### src/rtl/ysyx_210247_if_fetch_if.sv
// IF-stage port bundle: redirect input, instruction-memory request/response,
// and the IF->ID valid/allow bus.
interface ysyx_210247_if_fetch_if #(
    parameter int unsigned XLEN   = 64,
    parameter int unsigned INST_W = 32,
    parameter int unsigned BUS_W  = XLEN + INST_W
);
    logic              redirect_valid;
    logic [XLEN-1:0]   redirect_pc;
    logic              imem_req_valid;
    logic              imem_req_ready;
    logic [XLEN-1:0]   imem_req_addr;
    logic              imem_resp_valid;
    logic [INST_W-1:0] imem_resp_data;
    logic              if_valid_out;
    logic [BUS_W-1:0]  if_to_id_bus_o;
    logic              if_allow_out;

    // Fetch stage side
    modport master (
        input  redirect_valid, redirect_pc,
        output imem_req_valid, imem_req_addr,
        input  imem_req_ready, imem_resp_valid, imem_resp_data,
        output if_valid_out, if_to_id_bus_o,
        input  if_allow_out
    );

    // Memory / decode / control side
    modport slave (
        output redirect_valid, redirect_pc,
        input  imem_req_valid, imem_req_addr,
        output imem_req_ready, imem_resp_valid, imem_resp_data,
        input  if_valid_out, if_to_id_bus_o,
        output if_allow_out
    );
endinterface

### src/rtl/ysyx_210247_if_fetch.sv
// Instruction-fetch stage: one outstanding imem request, buffers the returned
// instruction and offers {pc, inst} to ID; redirects retarget and drop stale data.
module ysyx_210247_if_fetch #(
    parameter int unsigned        XLEN     = 64,
    parameter int unsigned        INST_W   = 32,
    parameter int unsigned        BUS_W    = XLEN + INST_W,
    parameter logic [XLEN-1:0]    PC_RESET = 64'h8000_0000
) (
    input logic                    clk,
    input logic                    rst,
    ysyx_210247_if_fetch_if.master fetch_bus
);

    typedef enum logic [2:0] {
        IDLE = 3'd0,
        REQ  = 3'd1,
        WAIT = 3'd2,
        DROP = 3'd3,
        HOLD = 3'd4
    } state_e;

    state_e            state_q, state_d;
    logic [XLEN-1:0]   pc_q, pc_d;
    logic [XLEN-1:0]   addr_q, addr_d;
    logic [BUS_W-1:0]  buf_q, buf_d;
    logic              drop_q, drop_d;
    logic              req_valid_q;
    logic              hold_valid_q;

    logic              redirect_c;
    logic              resp_c;
    logic              req_fire_c;
    logic [XLEN-1:0]   target_c;

    assign redirect_c = fetch_bus.redirect_valid;
    assign resp_c     = fetch_bus.imem_resp_valid;
    assign req_fire_c = (state_q == REQ) && fetch_bus.imem_req_ready;
    assign target_c   = {fetch_bus.redirect_pc[XLEN-1:2], 2'b00};

    // Next-state, PC, buffer and drop bookkeeping
    always_comb begin
        state_d = state_q;
        pc_d    = pc_q;
        addr_d  = addr_q;
        buf_d   = buf_q;
        drop_d  = drop_q;
        case (state_q)
            IDLE: state_d = REQ;
            REQ: begin
                if (req_fire_c) begin
                    state_d = (drop_q || redirect_c) ? DROP : WAIT;
                end else if (redirect_c) begin
                    // request already on the wire: keep address, drop its response later
                    drop_d = 1'b1;
                end
            end
            WAIT: begin
                if (resp_c) begin
                    if (redirect_c) begin
                        state_d = REQ;
                    end else begin
                        buf_d   = {pc_q, fetch_bus.imem_resp_data};
                        state_d = HOLD;
                    end
                end else if (redirect_c) begin
                    state_d = DROP;
                end
            end
            DROP: begin
                if (resp_c) begin
                    drop_d  = 1'b0;
                    state_d = REQ;
                end
            end
            HOLD: begin
                if (redirect_c) begin
                    buf_d   = '0;
                    state_d = REQ;
                end else if (fetch_bus.if_allow_out) begin
                    pc_d    = pc_q + XLEN'(4);
                    state_d = REQ;
                end
            end
            default: state_d = IDLE;
        endcase
        if (redirect_c) begin
            pc_d = target_c;
        end
        // Address is captured only on entry to REQ so it stays stable until accepted
        if ((state_d == REQ) && (state_q != REQ)) begin
            addr_d = pc_d;
        end
    end

    always_ff @(posedge clk) begin
        if (!rst) begin
            state_q      <= IDLE;
            pc_q         <= PC_RESET;
            addr_q       <= PC_RESET;
            buf_q        <= '0;
            drop_q       <= 1'b0;
            req_valid_q  <= 1'b0;
            hold_valid_q <= 1'b0;
        end else begin
            state_q      <= state_d;
            pc_q         <= pc_d;
            addr_q       <= addr_d;
            buf_q        <= buf_d;
            drop_q       <= drop_d;
            req_valid_q  <= (state_d == REQ);
            hold_valid_q <= (state_d == HOLD);
        end
    end

    assign fetch_bus.imem_req_valid = req_valid_q;
    assign fetch_bus.imem_req_addr  = addr_q;
    // A redirect kills the offer in the same cycle so ID never takes a stale instruction
    assign fetch_bus.if_valid_out   = hold_valid_q && !redirect_c;
    assign fetch_bus.if_to_id_bus_o = buf_q;

endmodule

### src/flat_wrapper.sv
// flat-port wrapper written by rule: the top's interface ports become plain ports
module ysyx_210247_if_fetch_flat 
#(
    parameter int unsigned        XLEN     = 64,
    parameter int unsigned        INST_W   = 32,
    parameter int unsigned        BUS_W    = XLEN + INST_W,
    parameter logic [XLEN-1:0]    PC_RESET = 64'h8000_0000
)
  (clk, rst, fetch_bus_redirect_valid, fetch_bus_redirect_pc, fetch_bus_imem_req_valid, fetch_bus_imem_req_addr, fetch_bus_imem_req_ready, fetch_bus_imem_resp_valid, fetch_bus_imem_resp_data, fetch_bus_if_valid_out, fetch_bus_if_to_id_bus_o, fetch_bus_if_allow_out);
  ysyx_210247_if_fetch_if #(.XLEN(XLEN), .INST_W(INST_W), .BUS_W(BUS_W)) fetch_bus_i ();
  input logic clk;
  input logic rst;
  input wire logic [$bits(fetch_bus_i.redirect_valid)-1:0] fetch_bus_redirect_valid;
  input wire logic [$bits(fetch_bus_i.redirect_pc)-1:0] fetch_bus_redirect_pc;
  output wire logic [$bits(fetch_bus_i.imem_req_valid)-1:0] fetch_bus_imem_req_valid;
  output wire logic [$bits(fetch_bus_i.imem_req_addr)-1:0] fetch_bus_imem_req_addr;
  input wire logic [$bits(fetch_bus_i.imem_req_ready)-1:0] fetch_bus_imem_req_ready;
  input wire logic [$bits(fetch_bus_i.imem_resp_valid)-1:0] fetch_bus_imem_resp_valid;
  input wire logic [$bits(fetch_bus_i.imem_resp_data)-1:0] fetch_bus_imem_resp_data;
  output wire logic [$bits(fetch_bus_i.if_valid_out)-1:0] fetch_bus_if_valid_out;
  output wire logic [$bits(fetch_bus_i.if_to_id_bus_o)-1:0] fetch_bus_if_to_id_bus_o;
  input wire logic [$bits(fetch_bus_i.if_allow_out)-1:0] fetch_bus_if_allow_out;
  assign fetch_bus_i.redirect_valid = fetch_bus_redirect_valid;
  assign fetch_bus_i.redirect_pc = fetch_bus_redirect_pc;
  assign fetch_bus_imem_req_valid = fetch_bus_i.imem_req_valid;
  assign fetch_bus_imem_req_addr = fetch_bus_i.imem_req_addr;
  assign fetch_bus_i.imem_req_ready = fetch_bus_imem_req_ready;
  assign fetch_bus_i.imem_resp_valid = fetch_bus_imem_resp_valid;
  assign fetch_bus_i.imem_resp_data = fetch_bus_imem_resp_data;
  assign fetch_bus_if_valid_out = fetch_bus_i.if_valid_out;
  assign fetch_bus_if_to_id_bus_o = fetch_bus_i.if_to_id_bus_o;
  assign fetch_bus_i.if_allow_out = fetch_bus_if_allow_out;
  ysyx_210247_if_fetch #(.XLEN(XLEN), .INST_W(INST_W), .BUS_W(BUS_W), .PC_RESET(PC_RESET)) u_core (.clk(clk), .rst(rst), .fetch_bus(fetch_bus_i));
endmodule
### config.mk
export PLATFORM = sky130hd
export DESIGN_NAME = ysyx_210247_if_fetch_flat
export DESIGN_NICKNAME = d
export VERILOG_FILES = /design/src/rtl/ysyx_210247_if_fetch_if.sv /design/src/rtl/ysyx_210247_if_fetch.sv /design/src/flat_wrapper.sv
export SDC_FILE = /design/constraint.sdc
export NUM_CORES = 1
export LEC_CHECK = 0
export ABC_AREA = 1
export BUFFER_PORTS_ARGS = -buffer_cell sky130_fd_sc_hd__buf_2
export CAP_MARGIN = 5
export CELL_PAD_IN_SITES_DETAIL_PLACEMENT = 1
export CELL_PAD_IN_SITES_GLOBAL_PLACEMENT = 1
export CORE_ASPECT_RATIO = 0.7
export CORE_UTILIZATION = 37
export CTS_CLUSTER_SIZE = 28
export DETAILED_ROUTE_END_ITERATION = 12
export PLACE_DENSITY = 0.78
export SETUP_SLACK_MARGIN = 0.05
export SYNTH_ARGS = -nofsm -noshare
export SYNTH_HDL_FRONTEND = slang
export SYNTH_SLANG_ARGS = --single-unit
### constraint.sdc
create_clock -name clk -period 2.02 [get_ports clk]
set_clock_uncertainty 0.1 [all_clocks]
set_input_delay 0.303 -clock clk [delete_from_list [all_inputs] [get_ports clk]]
set_output_delay 0.303 -clock clk [all_outputs]
set_load 0.01 [all_outputs]
# Word-level counts from Yosys, hierarchy flattened
# Index checks and enable logic that the tools add are counted.
[op_classes]
multipliers = 0
shift = 0
n_div = 0
magnitude_cmp = 0
bitwise_logic = 0
mux = 20
n_reduce_logical = 10
eq_ne = 13
add_sub_neg = 1
[ops]
columns = ["cell", "n"]
rows = [
  ["$mux 96", 3],
  ["$mux 64", 3],
  ["$pmux 96 s2", 1],
  ["$add 64x3->64 const B", 1],
  ["$mux 3", 7],
  ["$pmux 3 s5", 1],
  ["$ne 2x2->1 const B", 6],
  ["$reduce_and 4->1", 2],
  ["$eq 3x1->1 const B", 2],
  ["$eq 3x2->1 const B", 2],
  ["$eq 3x3->1 const B", 2],
  ["$mux 1", 4],
  ["$reduce_bool 2->1", 2],
  ["$logic_and 1x1->1", 3],
  ["$logic_not 3->1", 1],
  ["$ne 3x1->1 const B", 1],
  ["$pmux 1 s2", 1],
  ["$logic_not 1->1", 1],
  ["$logic_or 1x1->1", 1],
]
[word_totals]
mem_count = 0
reg_bits = 230
mem_bits_rw = 0
word_cells = 51
romBits = 0
out_inout_bits = 162
latch_bits = 0
inputBits = 102

# Longest topological paths before layout
# Gate-level depths: netlist of run 1.
[logic_depth]
word_depth = 6
mapped_depth = 13
ltp_nobuf = 13

# Worst setup path before layout of run 1
# OpenSTA, ideal clock, no wires.
[synth_path]
kind = "register to register"
startpoint = "register u_core.pc_q[3]"
endpoint = "register u_core.addr_q[42], in the netlist u_core.fetch_bus.imem_req_addr[42]"
setup_time_ps = 109
path_slack_ps = 209
period_less_slack_ps = 1811
path_stages_with_launch = 13
n_path_buf = 0
arrival_ps = 1602
required_time_ps = 1811
cell_sequence = "dfxtp_1 -> ha_1 -> inv_1 -> nor2_1 -> nand3_1 -> nor2_4 -> nand2_1 -> nor2_1 -> nand3_1 -> nand3_1 -> nand3_1 -> nand2_1 -> inv_1"
[synth_via]
elab_chain_cells = 4
[synth_lines]
columns = ["element", "line_no", "text"]
rows = [
  ["start: declaration", "ysyx_210247_if_fetch.sv:23", "logic [XLEN-1:0] pc_q, pc_d;"],
  ["start signal: assignment", "ysyx_210247_if_fetch.sv:106", "pc_q <= pc_d;"],
  ["$add 64x3->64", "ysyx_210247_if_fetch.sv:80", "pc_d = pc_q + XLEN'(4);"],
  ["$mux 64", "ysyx_210247_if_fetch.sv:79", "end else if (fetch_bus.if_allow_out) begin"],
  ["$mux 64", "ysyx_210247_if_fetch.sv:47", "case (state_q)"],
  ["$mux 64", "ysyx_210247_if_fetch.sv:86", "if (redirect_c) begin"],
  ["end signal: assignment", "ysyx_210247_if_fetch.sv:107", "addr_q <= addr_d;"],
  ["end: declaration", "ysyx_210247_if_fetch.sv:24", "logic [XLEN-1:0] addr_q, addr_d;"],
]
# No other way between the ends.
# A chain may end at the register's enable or synchronous reset.

# Final worst setup path of run 1
[layout_path]
startpoint = "register u_core.pc_q[20]"
endpoint = "register u_core.addr_q[58], in the netlist u_core.fetch_bus.imem_req_addr[58]"
# Same word-level chain as after synthesis.

==> metrics.yaml, run 1 <==
layout:
  instances_no_fill: 2452
  postLayoutCellArea_sq_um: 16000
  final_util_pct: 57.4
  fillers: 3618
  antennaDiodeCount: 0
  area_growth_pct: 52.2
  drive_gt1_share_pct: 33.8
  layout.nets: 2168
timing:
  fin_setup_tns_ns: 0
  period_minus_slack_ns: 1.99
  setup_ws_ns: 0.0284
  period_share_pct: 98.6
  slew_headroom_pct: 69.3
  fmax_ghz: 0.502
  drv_slew: 0
  setup_violations: 0
  worst_pin_slew_ns: 0.456
  hold_ws_ns: 0.00635
  rsz0062_at_grt: "yes"
  hold_violations: 0
worst_setup_path:
  critical_path_required_ns: 2.35
  timing.rr.start: "u_core.pc_q[20]$_SDFF_PN0_"
  critPathMaxFanout: 7
  worstPathArrival_ns: 2.32
  critPathLaunch: "u_core.pc_q[20]$_SDFF_PN0_"
  startpoint_type: "flip-flop"
  path_class: "flip-flop to flip-flop"
  cp-end-kind: "flip-flop"
synth:
  synth-seq-cells: 230
  synth.top_cell.area_share_pct: 43.9
  syn_area_sq_um: 10500
  synthTopCellsByArea: "dfxtp_1 (44%), nand2_1 (17%), a21oi_1 (9.2%), nand3_1 (6.2%), nor2_1 (6.1%)"
  syn_inst: 1573
  seq_area_frac_synth_pct: 43.9
  yosys_warnings: 0
  synth_nets: 1676
  ys_types: 34
  syn_area_per_cell_sq_um: 6.66
  synth_top_area_cell: "dfxtp_1"
power_and_ir_drop:
  p_sw_mw: 3.21
  irDropWorstVdd_mv: 0.567
  combPwrFrac_pct: 16.3
  clockPowerShare_pct: 40.5
  powerDensity_nw_per_um2: 725
  seqPwrFrac_pct: 43.2
  intPower_mw: 8.37
  p_leak_nw: 7.14
  total_power_mw: 11.6
  swShare_pct: 27.7
run:
  drv_cap: 0
floorplan:
  die_h_microns: 143
  die_area_sq_um: 29000
  rows: 51
  fp.dieW_microns: 203
  start_util_pct: 37.7
  ios: 264
  design.core.area_sq_um: 27800
drt:
  wl_microns: 49200
  postRouteAntennaNets: 0
  drt-initial-drc-count: 732
  drtPass1Iterations: 5
  vias: 12800
  vias_per_cell: 5.20
  drc: 0
  wl_per_cell_microns: 20.1
outcome:
  status: "complete, no violations"
placement:
  gp_congestion: 0.936
  dp_slack_ns: -0.142
  hpwl_microns: 33400
  dp_cells: 2322
  place_area_sq_um: 13500
  io_buffers: 261
clock_tree:
  insertion_delay_ns: 0.54
  cts_max_path_buffers: 3
  root_buffer: "clkbuf_16"
  path_clk_slew_ns: 0.06
  cts_tree: "built"
  numCtsBuffers: 24
  cts.sinks: 230
  htreeDepth: 1
global_route:
  grt.overflow.total: 0
  track_usage_pct: 32.1
  grt_pass1_vias: 12900
  grt_pass1_wl_microns: 72000
  grt_max_degree: 57
  antenna_found_initial: 2
min_path:
  holdCritStartpoint: "fetch_bus_redirect_pc[12]"
  hp-class: "input port to flip-flop"
power by group through the flow:
stage | Combinational, mW | Sequential (mW) | Clock, mW
final | 1.88 | 5.00 | 4.69
after global routing | 2.03 | 5.02 | 4.93
after CTS | 1.68 | 4.99 | 4.74
after detailed placement | 1.54 | 5.08 | 0
after global placement | 1.49 | 5.07 | 0
after floorplan | 0.702 | 5.13 | 0
flip-flops by register name (all words and copies together), names as in the netlist:
name                             flops
u_core.drop_q                        1
u_core.fetch_bus.if_to_id_bus_o     96
u_core.fetch_bus.imem_req_addr      64
u_core.fetch_bus.imem_req_valid      1
u_core.hold_valid_q                  1
u_core.pc_q                         64
u_core.state_q                       3
layout by cell type (no fill, tap or decap), types with 6 or more instances in the layout:
cell / netlist / final
and2_1: 6 / 6
nor2_4: 1 / 20
inv_2: 4 / 9
o21bai_1: 9 / 9
nand2_2: 0 / 21
nor2_2: 2 / 42
clkbuf_16: 0 / 28
dlygate4sd3_1: 0 / 72
dfxtp_2: 0 / 25
inv_1: 142 / 135
buf_2: 18 / 261
xor2_1: 7 / 6
buf_12: 0 / 12
nand3_2: 1 / 28
dfxtp_4: 0 / 10
nand4_1: 26 / 26
o21ai_0: 46 / 39
buf_6: 4 / 11
nor2_1: 171 / 112
nand2_1: 482 / 457
or2_2: 9 / 9
nand3_1: 130 / 101
dfxtp_1: 230 / 195
buf_4: 0 / 182
clkbuf_8: 0 / 7
a21oi_1: 193 / 188
nor3_1: 13 / 10
cell families (layout without fill, tap and decap cells):
kind of cell | Yosys count | in the layout | share of synthesized area, %
simple gates | 848 | 848 | 33.7
buf+inv | 223 | 731 | 8.49
compound gates | 259 | 259 | 12.8
fa+ha+maj | 1 | 1 | 0.119
flops | 230 | 230 | 43.9
xor+xnor | 12 | 12 | 1.00
synthesized netlist by cell type, drive strengths merged:
cell type / number
nand2: 482
dfxtp: 230
a21oi: 193
nor2: 174
inv: 146
nand3: 131
clkbuf: 49
o21ai: 48
buf: 28
nand4: 27
nor3: 14
o21bai: 9
or2: 9
xor2: 7
and2: 6
o22ai: 5
xnor2: 5
a21o: 2
nand3b: 2
nor3b: 2
a31oi: 1
and3b: 1
ha: 1
o211ai: 1
cell type report:
| type | instances | area (sq um) | area share (%) |
|---|---|---|---|
| multi-input cells | 1120 | 5570 | 34.9 |
| well taps | 371 | 464 | 2.91 |
| flip-flops and latches | 230 | 4670 | 29.3 |
| repair buffers | 543 | 3870 | 24.3 |
| inverters | 146 | 558 | 3.50 |
| clock inverters | 7 | 88.8 | 0.557 |
| clock buffers | 35 | 733 | 4.59 |
routing by layer:
layer | up-vias | part of all wire (%) | global-route usage (%)
met5 | - | 0.026 | 0
met1 | 6271 | 46 | 44.6
met3 | 62 | 6.8 | 4.84
li1 | 6006 | - | -
met2 | 410 | 45 | 52.5
met4 | 2 | 1.6 | 6.49
worst paths after layout:
| check | slack, ns | cells after the start | endpoint |
|---|---|---|---|
| max | 0.03 | 11 | u_core.fetch_bus.imem_req_addr[58]$_SDFFE_PN0P_ |
| min | 0.006 | 5 | u_core.pc_q[12]$_SDFF_PN0_ |
| max reg2reg | 0.03 | 11 | u_core.fetch_bus.imem_req_addr[58]$_SDFFE_PN0P_ |
| min reg2reg | 0.36 | 2 | u_core.fetch_bus.if_to_id_bus_o[39]$_SDFFE_PN0P_ |
timing repair:
action                                  in CTS  in global routing
gates resized for setup                     56                171
gates cloned                                 0                  5
hold endpoints to repair                    82                  0
hold buffers                                72                  0
pin swaps                                    5                 27
endpoints found under the setup margin      98                117
buffers inserted                             1                 10
critical path, cell delays in order, from the launching register on:
cell and delay (ns):
dfxtp_2 0.40, nand2_1 0.16, buf_4 0.17, nor2_1 0.16
nand3_1 0.15, nor2_4 0.15, buf_6 0.15, nand4_1 0.10
nand3_1 0.15, nand3_1 0.09, nand2_1 0.06, inv_1 0.04
Power figures use the tool's default switching activity.
==> run 2: changes to the inputs <==
--- a/config.mk
+++ b/config.mk
@@ -11,10 +11,11 @@
 export CELL_PAD_IN_SITES_DETAIL_PLACEMENT = 1
 export CELL_PAD_IN_SITES_GLOBAL_PLACEMENT = 1
 export CORE_ASPECT_RATIO = 0.7
-export CORE_UTILIZATION = 37
+export CORE_UTILIZATION = 38
+export CTS_BUF_LIST = sky130_fd_sc_hd__clkbuf_8
 export CTS_CLUSTER_SIZE = 28
 export DETAILED_ROUTE_END_ITERATION = 12
-export PLACE_DENSITY = 0.78
+export PLACE_DENSITY = 0.8
 export SETUP_SLACK_MARGIN = 0.05
 export SYNTH_ARGS = -nofsm -noshare
 export SYNTH_HDL_FRONTEND = slang
==> run 2 against run 1 <==
Compared with the run above:
- via count grew 2.8%
- global-route usage grew 1.8 points
- combinational power grew 2%
- critical path type unchanged
- hold slack gained 0.012 ns
==> metrics.yaml, run 2 (synthesis results as in run 1) <==
timing:
  period_share_pct: 98.6  # about the same
  fmax_ghz: 0.502  # about the same
  rsz0062_at_grt: "yes"
  period_minus_slack_ns: 1.99  # -0.000328 ns
  fin_setup_tns_ns: 0  # unchanged
  drv_slew: 0  # unchanged
  setup_violations: 0  # unchanged
  worst_pin_slew_ns: 0.370  # -0.0857 ns
  hold_violations: 0  # unchanged
  slew_headroom_pct: 75.3  # +6.0 points
worst_setup_path:
  critical_path_required_ns: 2.35  # about the same
  critPathMaxFanout: 10  # +3
  rrSetupSlack_ns: 0.03  # about the same
  startpoint_type: "flip-flop"
  cp-end-kind: "flip-flop"
  path_class: "flip-flop to flip-flop"
  worstPathArrival_ns: 2.32  # about the same
clock_tree:
  htreeDepth: 2  # +1
  root_buffer: "clkbuf_8"
  insertion_delay_ns: 0.60  # +0.06 ns
  cts_tree: "built"
  numCtsBuffers: 39  # +63%
  cts_max_path_buffers: 3  # unchanged
  cts.sinks: 230  # unchanged
  path_clk_slew_ns: 0.06  # about the same
drt:
  wl_microns: 51700  # +5.0%
  vias_per_cell: 5.32  # +2.2%
  vias: 13100  # +2.8%
  wl_per_cell_microns: 21.0  # +4.5%
  postRouteAntennaNets: 0  # unchanged
  drc: 0  # unchanged
  drtPass1Iterations: 6  # +1
  drt-initial-drc-count: 964  # +32%
power_and_ir_drop:
  total_power_mw: 11.1  # -4.0%
  irDropWorstVdd_mv: 0.522  # -7.9%
  powerDensity_nw_per_um2: 696  # -4.0%
  p_leak_nw: 7.15  # +0.16%
placement:
  gp_congestion: 0.887  # -5.2%
  hpwl_microns: 32200  # -3.8%
  io_buffers: 261  # unchanged
floorplan:
  ios: 264  # unchanged
  die_area_sq_um: 28300  # -2.6%
  fp.dieW_microns: 201  # -1.3%
  rows: 50  # -2.0%
  start_util_pct: 39.0  # +1.3 points
  design.core.area_sq_um: 26900  # -3.3%
  die_h_microns: 141  # -1.3%
min_path:
  hp-class: "input port to flip-flop"
global_route:
  antenna_found_initial: 3  # +1
  grt_max_degree: 65  # +14%
  track_usage_pct: 33.8  # +1.8 points
  grt.overflow.total: 0  # unchanged
  grt_pass1_wl_microns: 74400  # +3.4%
  grt_pass1_vias: 13200  # +2.2%
layout:
  largest_reg_flops: 96  # unchanged
  area_growth_pct: 52.3  # about the same
  final_cell_mix: "nand2_1 (461), buf_2 (261), dfxtp_1 (194)"
  final_common_cell: "nand2_1"
  layout.nets: 2173  # +0.23%
  drive_gt1_share_pct: 33.2  # -0.61 points
outcome:
  status: "complete, no violations"
run:
  drv_cap: 0  # unchanged
run 2: cell types whose count changed in the layout (fill, tap and decap cells not counted), moves of 4 or more:
cell	change
buf_12	+6
buf_4	-22
buf_6	-5
clkbuf_16	-25
clkbuf_8	+40
dlygate4sd3_1	+13
inv_1	+13
nand2_1	+4
nand2_2	-5
nand3_1	-6
nor2_2	-8
nor2_4	+6
run 2: worst paths after layout:
kind,cells past startpoint,to,start
max,9,u_core.pc_q[14]$_SDFF_PN0_,u_core.state_q[0]$_SDFF_PN0_
min,4,u_core.pc_q[39]$_SDFF_PN0_,fetch_bus_redirect_pc[39]
max reg2reg,9,u_core.pc_q[14]$_SDFF_PN0_,u_core.state_q[0]$_SDFF_PN0_
min reg2reg,2,u_core.fetch_bus.if_to_id_bus_o[37]$_SDFFE_PN0P_,u_core.fetch_bus.if_to_id_bus_o[37]$_SDFFE_PN0P_
run 2: what timing repair did:
action | 4_1_cts | 5_1_grt
gates cloned | 0 | 4
resized for setup | 55 | 185
hold buffers | 85 | 0
hold endpoints to repair | 112 | 0
endpoints found under the setup margin | 89 | 110
pin swaps | 6 | 48
setup buffers | 1 | 7
run 2: final cells by class:
cell class / count / area [sq um]
sequential: 230 / 4670
inverter: 146 / 566
tap: 364 / 455
timing repair buffer: 533 / 3860
multi-input combinational: 1120 / 5660
clock buffer: 47 / 647
antenna: 3 / 7.51
clock inverter: 22 / 96.3
fill: 3488 / 10900
run 2: critical path: stages, from the launching register on:
cell and delay [ns]:
dfxtp_2 0.33, nor2_4 0.15, nand3_2 0.10, buf_12 0.17, buf_4 0.17, nor2_1 0.16, nand3_1 0.14, xnor2_1 0.16
o21bai_1 0.23, nor2_1 0.12
run 2: metal layers:
layer | vias up | track usage (%) | wire length [microns]
li1 | 6037 | - | -
met1 | 6408 | 45.4 | 22600
met2 | 551 | 54.8 | 23900
met3 | 110 | 6.98 | 3850
met4 | 0 | 10.3 | 1290
met5 | - | 0 | 0
run 2: per-stage QoR:
| stage | instance area [sq um] | util [%] | hold WS, ns | setup WS (ns) | instances |
|---|---|---|---|---|---|
| 2_1_floorplan | 10500 | - | 0.340 | 0.209 | 1573 |
| 4_1_cts | 15200 | 56.4 | 0.00127 | 0.0295 | 2451 |
| 3_5_place_dp | 13400 | 49.9 | 0.353 | -0.174 | 2296 |
| 5_1_grt | 16000 | 59.3 | 0.0316 | -0.0478 | 2464 |
| 6_report | 16000 | 59.4 | 0.0187 | 0.0287 | 2465 |
| 3_3_place_gp | 13400 | 49.9 | 0.346 | -0.153 | 2296 |
run 2: power by group:
group | leakage, nW | internal (mW) | switching (mW)
Combinational | 4.81 | 0.813 | 1.10
Sequential | 1.90 | 4.80 | 0.221
Clock | 0.443 | 2.11 | 2.07
Total | 7.15 | 7.72 | 3.39
==> run 3: changes to the inputs <==
--- a/config.mk
+++ b/config.mk
@@ -16,6 +16,7 @@
 export CTS_CLUSTER_SIZE = 28
 export DETAILED_ROUTE_END_ITERATION = 12
 export PLACE_DENSITY = 0.8
+export REMOVE_ABC_BUFFERS = 1
 export SETUP_SLACK_MARGIN = 0.05
 export SYNTH_ARGS = -nofsm -noshare
 export SYNTH_HDL_FRONTEND = slang
==> constraint.sdc (replaced) <==
create_clock -name clk -period 2.02 [get_ports clk]
set_clock_uncertainty 0.1 [all_clocks]
set_input_delay 0.303 -clock clk [delete_from_list [all_inputs] [get_ports clk]]
set_output_delay 0.303 -clock clk [all_outputs]
set_load 0.1 [all_outputs]
==> run 3 against run 2 <==
Compared with the run above:
- the flow now finishes with violations (negative setup slack)
- via count is 5.3% higher
- combinational power is 77% higher
- count of clock-buffer cells in the layout is 4 higher
- clock power is 5.0% higher
- hold slack better by 0.020 ns
- utilization is 0.63 points higher
- wire length is 13% higher
- sequential share of layout area is 0.38 points lower
- sequential power hardly changed
- first-iteration DRC count is 24% higher
- total power is 15% higher
- largest cell class unchanged
==> metrics.yaml, run 3 (synthesis results as in run 1) <==
clock_tree:
  cts.sinks: 230  # unchanged
  root_buffer: "clkbuf_8"
  htreeDepth: 2  # unchanged
  cts_tree: "built"
  cts_max_path_buffers: 3  # unchanged
  path_clk_slew_ns: 0.08  # +0.02 ns
  numCtsBuffers: 39  # unchanged
  insertion_delay_ns: 0.60  # about the same
min_path:
  holdCritStartpoint: "fetch_bus_redirect_pc[25]"
  hp-class: "input port to flip-flop"
outcome:
  violations: "negative setup slack"
  status: "finished with violations"
worst_setup_path:
  critPathLaunch: "u_core.state_q[0]$_SDFF_PN0_"
  worstPathArrival_ns: 2.70  # +0.38 ns
  critPathMaxStageDelay_ns: 0.41  # +0.08 ns
  cp-end-kind: "flip-flop"
  path_common_cell: "nand2_1"
  critPathBufInv: 3  # +1
  timing.rr.start: "u_core.state_q[0]$_SDFF_PN0_"
  path_class: "flip-flop to flip-flop"
  path_cells: "nor2_4 > buf_4 > nand2_1 > inv_1 > buf_4 > nand2_1 > nor2_1 > nand3_1 > nand2_1 > nand3_1 > a21oi_1"
  startpoint_type: "flip-flop"
  critical_path_required_ns: 2.37  # +0.02 ns
  path_delay_family: "simple AND/OR/NAND/NOR gates"
  crit_slowest_cell: "a21oi_1"
  critPathMaxFanout: 4  # -6
global_route:
  antenna_found_initial: 1  # -2
  grt.overflow.total: 0  # unchanged
  use_met3_pct: 5.99  # -0.99 points
  busiest_layer: "met2"
  grt_pass1_wl_microns: 74800  # +0.50%
  track_usage_pct: 33.5  # -0.35 points
  grt_pass1_vias: 13500  # +2.2%
  use_met1_pct: 44.2  # -1.2 points
  grt_max_degree: 70  # +7.7%
  met2_usage_pct: 56.0  # +1.3 points
layout:
  layout.nets: 2181  # +0.37%
  fillers: 3443  # -1.3%
  largest_reg_flops: 96  # unchanged
  final_common_cell: "nand2_1"
  multi_input_area_sq_um: 5620  # -0.71%
  postLayoutCellArea_sq_um: 16100  # +1.1%
  drive_gt1_share_pct: 33.5  # +0.36 points
  final_util_pct: 60.0  # +0.63 points
  area_growth_pct: 54.0
  final_cell_mix: "nand2_1 (455), buf_2 (260), dfxtp_1 (197)"
  antennaDiodeCount: 0  # -3
  ff_latch_area_sq_um: 4660  # -0.24%
floorplan:
  die_h_microns: 141  # unchanged
  rows: 50  # unchanged
  ios: 264  # unchanged
  die_area_sq_um: 28300  # unchanged
  fp.dieW_microns: 201  # unchanged
  design.core.area_sq_um: 26900  # unchanged
  start_util_pct: 39.0  # unchanged
power_and_ir_drop:
  powerDensity_nw_per_um2: 793  # +14%
  clockPowerShare_pct: 34.3  # -3.3 points
  seqPwrFrac_pct: 39.2  # -5.9 points
  total_power_mw: 12.8  # +15%
  swShare_pct: 37.7  # +7.2 points
  intPower_mw: 7.98  # +3.3%
  p_leak_nw: 7.22  # +0.89%
  combPwrFrac_pct: 26.5  # +9.3 points
  irDropWorstVdd_mv: 0.452  # -13%
  p_sw_mw: 4.82  # +42%
timing:
  hold_violations: 0  # unchanged
  setup_violations: 84  # +84
  period_share_pct: 116  # +18 points
  setup_ws_ns: -0.331  # -0.360 ns
  hold_ws_ns: 0.0386  # +0.0199 ns
  period_minus_slack_ns: 2.35  # +0.360 ns
  fmax_ghz: 0.425  # -15%
  worst_pin_slew_ns: 0.552  # +0.182 ns
  drv_slew: 0  # unchanged
  rsz0062_at_grt: "yes"
  slew_headroom_pct: 62.9  # -12 points
drt:
  vias_per_cell: 5.59  # +5.1%
  wl_microns: 58400  # +13%
  drc: 0  # unchanged
  wl_per_cell_microns: 23.6  # +13%
  drtPass1Iterations: 5  # -1
  postRouteAntennaNets: 0  # unchanged
  drt-initial-drc-count: 1193  # +24%
  vias: 13800  # +5.3%
placement:
  dp_slack_ns: -0.0225  # +0.152 ns
  hpwl_microns: 31100  # -3.3%
  io_buffers: 261  # unchanged
  gp_congestion: 0.884  # -0.32%
  place_area_sq_um: 13300  # -1.2%
run:
  drv_cap: 0  # unchanged
run 3: area by class of cell:
type	instances	share of cell area [%]
timing repair buffer	540	25.0
inverter	146	3.50
clock inverter	17	0.488
tap	364	2.82
timing repair inverter	1	0.101
sequential	230	28.9
multi-input combinational	1120	34.8
clock buffer	51	4.35
run 3: metrics by stage:
stage	TNS, ns	std cells
after floorplan	-356.58	1496
after global placement	-0.00124	2280
after detailed placement	-0.146	2280
after CTS	0	2438
after global routing	-7.98	2469
final	-4.18	2469
run 3: worst min-delay path, stage by stage:
cell and delay [ns]:
buf_2 0.09, nand2_1 0.06, o21ai_1 0.10, and2_1 0.13
run 3: path summary, 6_finish.rpt:
path	to	slack, ns	cells after the start
hold reg to reg	u_core.fetch_bus.if_to_id_bus_o[77]$_SDFFE_PN0P_	0.36	2
hold / removal	u_core.pc_q[25]$_SDFF_PN0_	0.04	4
setup / recovery	u_core.pc_q[58]$_SDFF_PN0_	-0.33	11
setup reg to reg	u_core.pc_q[58]$_SDFF_PN0_	-0.33	11
run 3: power by group through the flow:
stage	sequential, mW	combinational (mW)	clock [mW]
final	5.01	3.39	4.39
after global routing	5.03	3.50	4.61
after CTS	4.97	2.91	4.34
after detailed placement	5.06	2.70	0
after global placement	5.05	2.65	0
after floorplan	6.32	0.620	0
run 3: what timing repair did:
item / 4_1_cts / 5_1_grt
buffers inserted: 0 / 18
setup endpoints to repair: 78 / 145
pin swaps: 3 / 36
hold buffers: 89 / 0
hold endpoints to repair: 128 / 0
resized for setup: 30 / 227
gates cloned: 1 / 13
run 3: routing by layer:
| metal | part of all wire, % | routed length (microns) |
|---|---|---|
| met2 | 46 | 26700 |
| met4 | 4.6 | 2700 |
| met3 | 8.5 | 4970 |
| met5 | 0 | 0 |
| met1 | 41 | 23900 |
